### config.mk
export PLATFORM = sky130hd
export DESIGN_NAME = multicycle_ctrl
export DESIGN_NICKNAME = d
export VERILOG_FILES = /design/src/rtl/cs161_pkg.sv /design/src/rtl/multicycle_ctrl_decode.sv /design/src/rtl/multicycle_ctrl.sv
export SDC_FILE = /design/constraint.sdc
export NUM_CORES = 1
export LEC_CHECK = 0
export BUFFER_PORTS_ARGS = -buffer_cell sky130_fd_sc_hd__buf_4
export CAP_MARGIN = 20
export CORE_MARGIN = 4
export CORE_UTILIZATION = 47
export CTS_BUF_LIST = sky130_fd_sc_hd__clkbuf_16
export DETAILED_ROUTE_END_ITERATION = 16
export PLACE_DENSITY = 0.76
export SLEW_MARGIN = 20
export SYNTH_ARGS = -nofsm -noshare
export SYNTH_HDL_FRONTEND = slang
export SYNTH_SLANG_ARGS = --single-unit
### constraint.sdc
create_clock -name clk -period 1.9 [get_ports clk]
set_clock_uncertainty 0.2 [all_clocks]
set_input_delay 0.38 -clock clk [delete_from_list [all_inputs] [get_ports clk]]
set_output_delay 0.38 -clock clk [all_outputs]
set_load 0.005 [all_outputs]
### src/rtl/cs161_pkg.sv
// Shared definitions for the cs161 multi-cycle controller: opcodes,
// FSM state encoding, datapath mux encodings and the control word.
package cs161_pkg;

    localparam logic [5:0] OP_RTYPE = 6'h00;
    localparam logic [5:0] OP_LW    = 6'h23;
    localparam logic [5:0] OP_SW    = 6'h2B;
    localparam logic [5:0] OP_BEQ   = 6'h04;
    localparam logic [5:0] OP_ADDI  = 6'h08;
    localparam logic [5:0] OP_J     = 6'h02;

    typedef enum logic [3:0] {
        ST_FETCH    = 4'd0,
        ST_DECODE   = 4'd1,
        ST_MEM_ADDR = 4'd2,
        ST_MEM_RD   = 4'd3,
        ST_MEM_WB   = 4'd4,
        ST_MEM_WR   = 4'd5,
        ST_EXEC_R   = 4'd6,
        ST_R_WB     = 4'd7,
        ST_EXEC_I   = 4'd8,
        ST_I_WB     = 4'd9,
        ST_BRANCH   = 4'd10,
        ST_JUMP     = 4'd11
    } state_e;

    localparam logic [1:0] ALU_OP_ADD   = 2'd0;
    localparam logic [1:0] ALU_OP_SUB   = 2'd1;
    localparam logic [1:0] ALU_OP_FUNCT = 2'd2;

    localparam logic [1:0] SRCB_REG_B   = 2'd0;
    localparam logic [1:0] SRCB_FOUR    = 2'd1;
    localparam logic [1:0] SRCB_IMM     = 2'd2;
    localparam logic [1:0] SRCB_IMM_SH2 = 2'd3;

    localparam logic [1:0] PCSRC_ALU     = 2'd0;
    localparam logic [1:0] PCSRC_ALU_OUT = 2'd1;
    localparam logic [1:0] PCSRC_JUMP    = 2'd2;

    typedef struct packed {
        logic       mem_req;
        logic       iord;
        logic       mem_read;
        logic       mem_write;
        logic       ir_write;
        logic       pc_write;
        logic       pc_write_cond;
        logic [1:0] pc_source;
        logic       alu_src_a;
        logic [1:0] alu_src_b;
        logic [1:0] alu_op;
        logic       reg_dst;
        logic       mem_to_reg;
        logic       reg_write;
        logic       illegal_instr;
    } ctrl_t;

    function automatic logic is_legal_op(input logic [5:0] op);
        return (op == OP_RTYPE) || (op == OP_LW) || (op == OP_SW) ||
               (op == OP_BEQ) || (op == OP_ADDI) || (op == OP_J);
    endfunction

endpackage

### src/rtl/multicycle_ctrl_decode.sv
// Combinational decode of the FSM state into the datapath control word.
module multicycle_ctrl_decode
    import cs161_pkg::*;
(
    input  state_e     state_i,
    input  logic [5:0] instr_op_i,
    input  logic       mem_ready_i,
    output ctrl_t      ctrl_o
);

    // Every field defaults to 0 so unused encodings drive no strobes
    always_comb begin
        ctrl_o = '0;
        case (state_i)
            ST_FETCH: begin
                ctrl_o.mem_req   = 1'b1;
                ctrl_o.mem_read  = 1'b1;
                ctrl_o.alu_src_b = SRCB_FOUR;
                ctrl_o.alu_op    = ALU_OP_ADD;
                ctrl_o.pc_source = PCSRC_ALU;
                // IR and PC only update once the instruction word has arrived
                ctrl_o.ir_write  = mem_ready_i;
                ctrl_o.pc_write  = mem_ready_i;
            end
            ST_DECODE: begin
                // ALU precomputes the branch target while the opcode is dispatched
                ctrl_o.alu_src_b     = SRCB_IMM_SH2;
                ctrl_o.alu_op        = ALU_OP_ADD;
                ctrl_o.illegal_instr = !is_legal_op(instr_op_i);
            end
            ST_MEM_ADDR, ST_EXEC_I: begin
                ctrl_o.alu_src_a = 1'b1;
                ctrl_o.alu_src_b = SRCB_IMM;
                ctrl_o.alu_op    = ALU_OP_ADD;
            end
            ST_MEM_RD: begin
                ctrl_o.mem_req  = 1'b1;
                ctrl_o.mem_read = 1'b1;
                ctrl_o.iord     = 1'b1;
            end
            ST_MEM_WB: begin
                ctrl_o.reg_write  = 1'b1;
                ctrl_o.mem_to_reg = 1'b1;
            end
            ST_MEM_WR: begin
                ctrl_o.mem_req   = 1'b1;
                ctrl_o.mem_write = 1'b1;
                ctrl_o.iord      = 1'b1;
            end
            ST_EXEC_R: begin
                ctrl_o.alu_src_a = 1'b1;
                ctrl_o.alu_src_b = SRCB_REG_B;
                ctrl_o.alu_op    = ALU_OP_FUNCT;
            end
            ST_R_WB: begin
                ctrl_o.reg_write = 1'b1;
                ctrl_o.reg_dst   = 1'b1;
            end
            ST_I_WB: begin
                ctrl_o.reg_write = 1'b1;
            end
            ST_BRANCH: begin
                ctrl_o.alu_src_a     = 1'b1;
                ctrl_o.alu_src_b     = SRCB_REG_B;
                ctrl_o.alu_op        = ALU_OP_SUB;
                ctrl_o.pc_write_cond = 1'b1;
                ctrl_o.pc_source     = PCSRC_ALU_OUT;
            end
            ST_JUMP: begin
                ctrl_o.pc_write  = 1'b1;
                ctrl_o.pc_source = PCSRC_JUMP;
            end
            default: ;
        endcase
    end

endmodule

### src/rtl/multicycle_ctrl.sv
// Multi-cycle control FSM for the cs161 MIPS-subset datapath: state
// register, next-state dispatch and retired-instruction counter.
module multicycle_ctrl
    import cs161_pkg::*;
#(
    parameter int COUNT_WIDTH = 32,
    parameter int STATE_WIDTH = 4
) (
    input  logic                   clk,
    input  logic                   rst,
    input  logic [5:0]             instr_op,
    input  logic                   mem_ready,
    input  logic                   alu_zero,
    output logic                   mem_req,
    output logic                   iord,
    output logic                   mem_read,
    output logic                   mem_write,
    output logic                   ir_write,
    output logic                   pc_write,
    output logic                   pc_write_cond,
    output logic [1:0]             pc_source,
    output logic                   alu_src_a,
    output logic [1:0]             alu_src_b,
    output logic [1:0]             alu_op,
    output logic                   reg_dst,
    output logic                   mem_to_reg,
    output logic                   reg_write,
    output logic                   illegal_instr,
    output logic [STATE_WIDTH-1:0] state_out,
    output logic [COUNT_WIDTH-1:0] retired_count
);

    state_e                 state_q, state_d;
    logic                   retire_d;
    logic [COUNT_WIDTH-1:0] count_q;
    ctrl_t                  ctrl;

    // Branch resolution happens in the datapath (pc_write_cond & alu_zero)
    logic unused_alu_zero;
    assign unused_alu_zero = alu_zero;

    multicycle_ctrl_decode u_decode (
        .state_i     (state_q),
        .instr_op_i  (instr_op),
        .mem_ready_i (mem_ready),
        .ctrl_o      (ctrl)
    );

    // Next state and retirement: an instruction retires on its last state
    always_comb begin
        state_d  = ST_FETCH;
        retire_d = 1'b0;
        case (state_q)
            ST_FETCH:    state_d = mem_ready ? ST_DECODE : ST_FETCH;
            ST_DECODE: begin
                case (instr_op)
                    OP_LW, OP_SW: state_d = ST_MEM_ADDR;
                    OP_RTYPE:     state_d = ST_EXEC_R;
                    OP_ADDI:      state_d = ST_EXEC_I;
                    OP_BEQ:       state_d = ST_BRANCH;
                    OP_J:         state_d = ST_JUMP;
                    default:      state_d = ST_FETCH;
                endcase
            end
            ST_MEM_ADDR: state_d = (instr_op == OP_SW) ? ST_MEM_WR : ST_MEM_RD;
            ST_MEM_RD:   state_d = mem_ready ? ST_MEM_WB : ST_MEM_RD;
            ST_MEM_WR: begin
                state_d  = mem_ready ? ST_FETCH : ST_MEM_WR;
                retire_d = mem_ready;
            end
            ST_EXEC_R:   state_d = ST_R_WB;
            ST_EXEC_I:   state_d = ST_I_WB;
            ST_MEM_WB, ST_R_WB, ST_I_WB, ST_BRANCH, ST_JUMP: begin
                state_d  = ST_FETCH;
                retire_d = 1'b1;
            end
            default:     state_d = ST_FETCH;
        endcase
    end

    // State register and wrapping retired-instruction counter
    always_ff @(posedge clk) begin
        if (rst) begin
            state_q <= ST_FETCH;
            count_q <= '0;
        end else begin
            state_q <= state_d;
            if (retire_d) begin
                count_q <= count_q + COUNT_WIDTH'(1);
            end
        end
    end

    // Strobes are killed immediately by reset so an aborted access never commits
    assign mem_req       = ctrl.mem_req       & ~rst;
    assign mem_read      = ctrl.mem_read      & ~rst;
    assign mem_write     = ctrl.mem_write     & ~rst;
    assign ir_write      = ctrl.ir_write      & ~rst;
    assign pc_write      = ctrl.pc_write      & ~rst;
    assign pc_write_cond = ctrl.pc_write_cond & ~rst;
    assign reg_write     = ctrl.reg_write     & ~rst;
    assign illegal_instr = ctrl.illegal_instr & ~rst;

    assign iord       = ctrl.iord;
    assign pc_source  = ctrl.pc_source;
    assign alu_src_a  = ctrl.alu_src_a;
    assign alu_src_b  = ctrl.alu_src_b;
    assign alu_op     = ctrl.alu_op;
    assign reg_dst    = ctrl.reg_dst;
    assign mem_to_reg = ctrl.mem_to_reg;

    assign state_out     = STATE_WIDTH'(state_q);
    assign retired_count = count_q;

endmodule

==> impl_metrics.yaml, run 1 <==
run_status:
  outcome: "complete, but fails checks"
  failed_checks: "negative setup slack"
sta:
  post-route-period-util_pct: 126
  tns_ns: -12.91
  rsz0062_at_grt: "yes"
  fin_ws_ns: -0.499
  holdWs_ns: 0.319
  maxSlewHeadroom_pct: 62.3
  slew_violations: 0
  max_freq_mhz: 417
  worstMarginPinSlew_ns: 0.565
  hold_violations: 0
  setup_viol: 53
  finalCriticalPeriod_ns: 2.40
floorplanning:
  dieArea_um2: 5970
  die_x_um: 77.3
  fp.coreArea_um2: 4500
  initial_core_util_pct: 50.1
  die_h_um: 77.3
  io_pins: 64
  rows: 24
layout:
  num_antenna_cells: 0
  finalCoreUtilization_pct: 94.4
  drive_gt1_share_pct: 59.6
  seq_area_um2: 733
  multi_input_area_um2: 1910
  fill_cells: 119
  area_delta_synth_final_pct: 88.6
  final_nets: 421
critical_path:
  critPathKind: "reg -> reg"
  max_stage_delay_ns: 0.52
  crit_fanout: 8
  arrival_ns: 2.38
  cp-end-kind: "register"
  crit_required_ns: 1.89
  path_cells: "buf_4, nor2b_2, o32a_4, buf_12, or4_1, a21oi_1"
  crit_buf_inv: 2
  cpLargestDelayFamily: "compound AO/OA/AOI/OAI gates"
  start_kind: "register"
  slowest_stage: "or4_1"
logic_synthesis:
  yosys_warnings: 0
  yosys.cell_types.count: 49
  netlist_area_um2: 2250
  ys.flop_type: "dfxtp_1"
  async_flop_share_pct: 0
  seq_area_frac_synth_pct: 32.0
  synth_seq_cells: 36
  yosys.area.top_type_share_pct: 32.0
  yosys-top-cells-area: "dfxtp_1 (32%), a21oi_1 (5.1%), mux2_1 (5.0%)"
  yosysTopAreaCell: "dfxtp_1"
  synth_edf_count: 0
  syn_nets: 290
  syn_avg_cell_area_um2: 8.08
  syn-instance-count: 279
pwr:
  power_density_nw_per_um2: 465
  total_power_mw: 1.98
  p_leak_nw: 1.87
  vdd_ir_drop_max_v: 0.000645
global_route:
  grt_usage_pct: 30.9
  grt_first_pass_wirelength_mm: 14.7
  grt_antenna_before_repair: 0
  met3_usage_pct: 4.80
  overflow: 0
  met2_usage_pct: 55.5
  grt.met1_usage_pct: 36.0
  top_usage_layer: "met2"
  grt_pass1_vias: 2957
  grt_max_degree: 45
placement:
  place_congestion: 0.834
  port_buffers: 62
  dp_hpwl_mm: 4.89
route:
  wl_mm: 13.1
  wire_per_inst_um: 28.2
  first_pass_iters: 5
  vias: 3348
  dr.first_iter.drc_count: 402
  antenna_left: 0
  remaining_drc_errors: 0
  vias_per_cell: 7.23
clock_network:
  clockBufferDepth: 2
  hold_buffers: 0
  clock_sinks: 36
  cts-root-buf: "clkbuf_16"
  htree_levels: 2
  clock_latency_ns: 0.29
  cts_tree: "yes"
  numCtsBuffers: 5
  clk_pin_slew_worst_paths_ns: 0.06
job:
  maxCapViolCount: 0
worst_hold_path:
  hp-class: "in -> reg"
-- stage by stage --
stage	setup WS, ns	instance area (um^2)	cells
floorplan	-0.0856	2340	279
global route	-0.515	4250	463
detailed placement	-0.238	3230	429
global placement	-0.160	3230	429
finish	-0.499	4250	463
CTS	-0.340	3920	452
-- layout by cell type, fill, tap and decap left out, types with 4 or more instances in the layout --
cell       count
o31ai_2        4
and4_1         6
and3_1         4
clkbuf_16      7
nand2b_4       6
buf_4        114
or3_1          4
nand3_1       12
buf_12         5
o31ai_1       10
nor2b_1       10
nor2_1        16
inv_1          7
nor4_4         7
dfxtp_1       32
mux2_4        10
nand4_1        6
or4_4         13
a21oi_1        8
nand2_1        9
nand2b_1       5
buf_6         19
nor2_2         4
o21ai_1        6
a21oi_2       14
-- sequential cells by signal, indices dropped and copies added, names as in the netlist --
signal / flops
retired_count: 32
state_out: 4
-- repair_timing --
action / in CTS / in global routing
endpoints found under the setup margin: 38 / 54
buffers inserted: 11 / 9
gates cloned: 4 / 2
gates resized for setup: 69 / 52
pin swaps: 30 / 16
-- cell usage after synthesis (7+ instances only) --
cell type and count:
dfxtp_1 36, a21oi_1 23, nor2_1 23, or4_1 15, clkbuf_1 14, o31ai_1 14
nand3_1 12, nand2_1 11, nor2b_1 11, mux2_1 10, nand2b_1 10, nor4_1 9
inv_1 7, or3_1 7
-- kinds of logic (layout without fill, tap and decap cells) --
family	after synthesis	count (layout)	share of synthesized area, %
AND/OR/NAND/NOR	138	138	36.6
flip-flops	36	36	32.0
AO/OA/AOI/OAI	62	62	18.4
adder cells (fa/ha/maj)	1	1	0.555
multiplexers	11	11	5.44
XOR/XNOR	3	3	1.17
buffers and inverters	28	160	5.88
-- power breakdown --
part	switching [mW]	leakage (nW)	total, mW	internal (mW)
sequential	0.00361	0.293	0.758	0.754
combinational	0.121	1.49	0.234	0.113
clock	0.369	0.0798	0.986	0.617
-- cell type report --
| class | instances | area share [%] |
|---|---|---|
| multi-input combinational | 215 | 44.9 |
| timing repair buffer | 145 | 31.8 |
| sequential | 36 | 17.2 |
| clock buffer | 5 | 2.94 |
| tap | 52 | 1.53 |
| clock inverter | 3 | 1.00 |
| inverter | 7 | 0.618 |
-- path summary, 6_finish.rpt --
path | cells past startpoint | startpoint | end | slack [ns]
worst min-delay path | 3 | rst | state_out[0] | 0.32
worst max-delay path | 6 | state_out[1] | retired_count[10] | -0.50
worst max register to register | 6 | state_out[1] | retired_count[10] | -0.50
worst min register to register | 2 | retired_count[17] | retired_count[17] | 0.36
-- tightest hold or removal path: stages --
cell	delay [ns]
buf_4	0.17
a221oi_1	0.08
a21boi_1	0.13
-- routing by layer --
| metal | wire, um | vias up |
|---|---|---|
| met3 | 1310 | 127 |
| met4 | 1180 | 0 |
| met5 | 0 | - |
| met1 | 4460 | 1573 |
| li1 | - | 1323 |
| met2 | 6120 | 325 |
Note: power is estimated with default switching activity, not from simulation.
==> run 2: changes to the inputs <==
--- a/config.mk
+++ b/config.mk
@@ -8,10 +8,10 @@
 export BUFFER_PORTS_ARGS = -buffer_cell sky130_fd_sc_hd__buf_4
 export CAP_MARGIN = 20
 export CORE_MARGIN = 4
-export CORE_UTILIZATION = 47
-export CTS_BUF_LIST = sky130_fd_sc_hd__clkbuf_16
+export CORE_UTILIZATION = 49
+export CTS_BUF_LIST = sky130_fd_sc_hd__clkbuf_8
 export DETAILED_ROUTE_END_ITERATION = 16
-export PLACE_DENSITY = 0.76
+export PLACE_DENSITY = 0.79
 export SLEW_MARGIN = 20
 export SYNTH_ARGS = -nofsm -noshare
 export SYNTH_HDL_FRONTEND = slang
==> constraint.sdc (replaced) <==
create_clock -name clk -period 2.1 [get_ports clk]
set_clock_uncertainty 0.2 [all_clocks]
set_input_delay 0.42 -clock clk [delete_from_list [all_inputs] [get_ports clk]]
set_output_delay 0.42 -clock clk [all_outputs]
set_load 0.005 [all_outputs]
==> run 2 against run 1 <==
  * The run still ends with negative setup slack left
  * Global-route usage fell by 3.0 points
  * Combinational power fell by 8%
  * Non-clock buffer count fell by 4
  * Setup slack improved by 0.20 ns
  * Wire length shrank 14%
  * Worst hold slack got worse by 0.043 ns
  * Die area shrank 3.7%
  * Sequential power decreased by 9.4%
  * Sequential share of layout area rose by 0.74 points
  * Critical endpoint is now retired_count[7]
  * Largest power group is now registers
==> impl_metrics.yaml, run 2 (synthesis results as in run 1) <==
global_route:
  grt_usage_pct: 27.9
  grt_first_pass_wirelength_mm: 12.2
  grt_max_degree: 25
  grt_pass1_vias: 2602
  grt_antenna_before_repair: 0
  overflow: 0
layout:
  drive_gt1_share_pct: 58.9
  multi_input_area_um2: 1950
  largest_register_ff_count: 32
  layout_commonest_cell: "buf_4"
  finalCoreUtilization_pct: 91.7
  area_delta_synth_final_pct: 79.6
  num_antenna_cells: 0
  layout_common_cells: "buf_4 (118), dfxtp_1 (32), buf_6 (19)"
  seq_area_um2: 728
  fill_cells: 165
  final_nets: 419
  post-route-cell-area_um2: 4050
sta:
  rsz0062_at_grt: "yes"
  post-route-period-util_pct: 114
  slew_violations: 0
  tns_ns: -6.63
  hold_violations: 0
  worstMarginPinSlew_ns: 0.532
  maxSlewHeadroom_pct: 64.4
  finalCriticalPeriod_ns: 2.40
  setup_viol: 46
  max_freq_mhz: 417
  fin_ws_ns: -0.299
route:
  dr.first_iter.drc_count: 310
  wire_per_inst_um: 24.3
  vias_per_cell: 6.82
  antenna_left: 0
  vias: 3142
  wl_mm: 11.2
  first_pass_iters: 5
  remaining_drc_errors: 0
critical_path:
  crit_fanout: 7
  cp-end-kind: "register"
  max_stage_delay_ns: 0.49
  slowest_stage: "o32a_4"
  critPathKind: "reg -> reg"
  crit_required_ns: 2.13
  start_kind: "register"
  path_cells: "buf_4, buf_6, nor3b_4, o32a_4, buf_12, or4_4, a21oi_2"
  arrival_ns: 2.43
clock_network:
  clockBufferDepth: 2
  htree_levels: 2
  clock_latency_ns: 0.31
  clock_sinks: 36
  cts_tree: "yes"
  clk_pin_slew_worst_paths_ns: 0.08
  numCtsBuffers: 5
  cts-root-buf: "clkbuf_8"
run_status:
  failed_checks: "negative setup slack"
  outcome: "complete, but fails checks"
pwr:
  vdd_ir_drop_max_v: 0.000370
  total_power_mw: 1.45
  power_density_nw_per_um2: 357
  p_leak_nw: 1.74
floorplanning:
  rows: 24
  fp.coreArea_um2: 4410
  die_h_um: 75.8
  dieArea_um2: 5750
  io_pins: 64
  die_x_um: 75.8
  initial_core_util_pct: 51.1
placement:
  place_congestion: 0.876
  dp_hpwl_mm: 4.76
  port_buffers: 62
  placed_cell_area_um2: 3060
worst_hold_path:
  hp-class: "in -> reg"
job:
  maxCapViolCount: 0
run 2: worst max-delay path: cells and delay by family (launching register included):
family | cells | cell delay [ns]
flip-flops | 1 | 0.36
buffers and inverters | 3 | 0.42
AO/OA/AOI/OAI | 2 | 0.67
AND/OR/NAND/NOR | 2 | 0.66
run 2: area by class of cell:
| type | instances | share of cell area (%) |
|---|---|---|
| multi-input cells | 217 | 48.3 |
| repair buffers | 141 | 29.2 |
| flip-flops and latches | 36 | 18.0 |
| inverters | 7 | 0.649 |
| clock inverters | 2 | 0.247 |
| clock buffers | 6 | 2.04 |
| well taps | 52 | 1.61 |
run 2: routing by layer:
| metal | global-route usage (%) | share of wire (%) |
|---|---|---|
| met4 | 14.2 | 5.8 |
| met5 | 0 | 0 |
| met1 | 32.4 | 37 |
| met3 | 5.41 | 8.3 |
| met2 | 48.3 | 49 |
run 2: what timing repair did:
action,in CTS,in global routing
hold buffers,0,0
pin swaps,11,49
gates resized for setup,33,102
endpoints found under the setup margin,20,44
buffers inserted,12,18
cloned,3,0
run 2: final timing paths:
kind	slack [ns]	endpoint	from	depth (start not counted)
worst max register to register	-0.30	retired_count[7]	state_out[0]	7
worst min-delay path	0.28	state_out[1]	instr_op[4]	3
worst max-delay path	-0.30	retired_count[7]	state_out[0]	7
worst min register to register	0.33	retired_count[11]	retired_count[11]	2
run 2: stage by stage:
step / setup slack (ns) / instances / hold WS, ns
floorplan: 0.0401 / 279 / 0.277
finish: -0.299 / 461 / 0.276
detailed placement: -0.0607 / 421 / 0.290
global placement: -0.00391 / 421 / 0.289
global route: -0.336 / 461 / 0.271
CTS: -0.212 / 443 / 0.242
run 2: power by group:
part / total (mW) / internal (mW) / switching (mW)
Clock: 0.544 / 0.262 / 0.282
Sequential: 0.687 / 0.684 / 0.00272
Combinational: 0.216 / 0.106 / 0.110
==> run 3: changes to the inputs <==
--- a/config.mk
+++ b/config.mk
@@ -8,10 +8,10 @@
 export BUFFER_PORTS_ARGS = -buffer_cell sky130_fd_sc_hd__buf_4
 export CAP_MARGIN = 20
 export CORE_MARGIN = 4
-export CORE_UTILIZATION = 49
+export CORE_UTILIZATION = 58
 export CTS_BUF_LIST = sky130_fd_sc_hd__clkbuf_8
 export DETAILED_ROUTE_END_ITERATION = 16
-export PLACE_DENSITY = 0.79
+export PLACE_DENSITY = 0.88
 export SLEW_MARGIN = 20
 export SYNTH_ARGS = -nofsm -noshare
 export SYNTH_HDL_FRONTEND = slang
==> constraint.sdc (replaced) <==
create_clock -name clk -period 3.1 [get_ports clk]
set_clock_uncertainty 0.2 [all_clocks]
set_input_delay 0.62 -clock clk [delete_from_list [all_inputs] [get_ports clk]]
set_output_delay 0.62 -clock clk [all_outputs]
set_load 0.005 [all_outputs]
==> run 3 against run 2 <==
  * The flow now finishes without violations
  * Final cell count decreased by 18%
  * Sequential power decreased by 32%
  * Cell area decreased by 30%
  * Critical endpoint is now illegal_instr
  * Largest power group unchanged
==> impl_metrics.yaml, run 3 (synthesis results as in run 1) <==
clock_network:
  cts_tree: "yes"
  clock_latency_ns: 0.28
  clockBufferDepth: 2
  cts-root-buf: "clkbuf_8"
  clock_sinks: 36
  post_cts_resize_count: 0
  numCtsBuffers: 5
  post_cts_buffers: 0
  clk_pin_slew_worst_paths_ns: 0.07
  htree_levels: 2
  hold_buffers: 0
sta:
  fin_ws_ns: 0.459
  worstMarginPinSlew_ns: 0.464
  post-route-period-util_pct: 85.2
  maxSlewHeadroom_pct: 69.0
  holdWs_ns: 0.294
  finalCriticalPeriod_ns: 2.64
  setup_viol: 0
  tns_ns: 0
  max_freq_mhz: 379
  slew_violations: 0
  rsz0062_at_grt: "no"
  hold_violations: 0
worst_hold_path:
  hp-class: "reg -> reg"
  worstHoldStart: "retired_count[11]"
  holdPathEnd: "retired_count[11]"
  hold_depth: 2
floorplanning:
  die_h_um: 70.4
  initial_core_util_pct: 60.7
  dieArea_um2: 4950
  fp.coreArea_um2: 3720
  rows: 22
  die_x_um: 70.4
  io_pins: 64
route:
  wl_mm: 5.67
  antenna_left: 0
  wire_per_inst_um: 14.9
  remaining_drc_errors: 0
  vias_per_cell: 6.18
  vias: 2348
  dr.first_iter.drc_count: 300
  first_pass_iters: 4
pwr:
  combPwrFrac_pct: 7.4
  switching_share_pct: 20.7
  p_leak_nw: 1.09
  p_clk_share_pct: 45.2
  p_sw_mw: 0.203
  power_density_nw_per_um2: 348
  p_seq_share_pct: 47.4
  p_int_mw: 0.781
  vdd_ir_drop_max_v: 0.000186
global_route:
  grt_pass1_vias: 2048
  grt_first_pass_wirelength_mm: 9.30
  grt_max_degree: 53
  overflow: 0
  grt_antenna_before_repair: 0
  grt_usage_pct: 22.3
layout:
  fill_cells: 295
  layout_commonest_cell: "buf_4"
  area_delta_synth_final_pct: 25.5
  largest_register_ff_count: 32
  layout_common_cells: "buf_4 (66), dfxtp_1 (36), nor2_1 (23), a21oi_1 (23), or4_1 (15)"
  drive_gt1_share_pct: 23.8
  final_nets: 342
  num_antenna_cells: 0
critical_path:
  cp-end-kind: "output pin"
  crit_required_ns: 2.28
  arrival_ns: 1.82
  r2r_end: "retired_count[28]"
  rr_startpoint: "state_out[3]"
  start_kind: "register"
  critPathKind: "reg -> out"
  reg2reg_depth: 4
  reg2reg_slack_ns: 0.57
  crit_fanout: 11
placement:
  dp_slack_ns: 0.539
  place_congestion: 0.909
  dp_hpwl_mm: 4.06
  port_buffers: 62
job:
  maxCapViolCount: 0
run_status:
  outcome: "completed"
run 3: worst max path at each step:
stage | from | end | slack [ns] | cells past startpoint
after CTS | state_out[3] | illegal_instr | 0.46 | 4
after detailed placement | mem_ready | retired_count[28] | 0.54 | 5
after global placement | mem_ready | retired_count[28] | 0.68 | 5
after global routing | state_out[1] | illegal_instr | 0.36 | 4
after floorplan | state_out[2] | illegal_instr | 0.96 | 4
final | state_out[3] | illegal_instr | 0.46 | 4
run 3: metrics by stage:
step / util, % / instances / power (mW) / cell area, um^2
floorplan: - / 279 / 0.517 / 2250
CTS: 76.2 / 380 / 0.992 / 2830
global placement: 72.8 / 372 / 0.548 / 2700
detailed placement: 72.8 / 372 / 0.550 / 2700
finish: 76.2 / 380 / 0.985 / 2830
global route: 76.2 / 380 / 1.02 / 2830
run 3: power groups by stage:
| stage | clock, mW | combinational (mW) | sequential [mW] |
|---|---|---|---|
| floorplan | 0 | 0.0409 | 0.476 |
| global placement | 0 | 0.0708 | 0.478 |
| detailed placement | 0 | 0.0726 | 0.478 |
| CTS | 0.452 | 0.0729 | 0.467 |
| global route | 0.471 | 0.0804 | 0.467 |
| finish | 0.445 | 0.0729 | 0.467 |
run 3: worst max-delay path: stages (launching register included):
cell and delay [ns]:
dfxtp_1 0.42, or4b_1 0.57, nand2b_1 0.18, nor3b_1 0.23
buf_4 0.15
run 3: area by class of cell:
class	count	area (um^2)	area share, %
Multi-Input combinational cell	215	1400	49.5
Sequential cell	36	721	25.5
Timing Repair Buffer	66	495	17.5
Clock buffer	7	96.3	3.40
Tap cell	48	60.1	2.12
Clock inverter	1	30.0	1.06
Inverter	7	26.3	0.928
run 3: per-layer routing:
layer	GRT usage, %	wire length [um]
met1	28.3	2440
met4	7.87	95
met3	3.88	367
met5	0	0
met2	37.5	2770
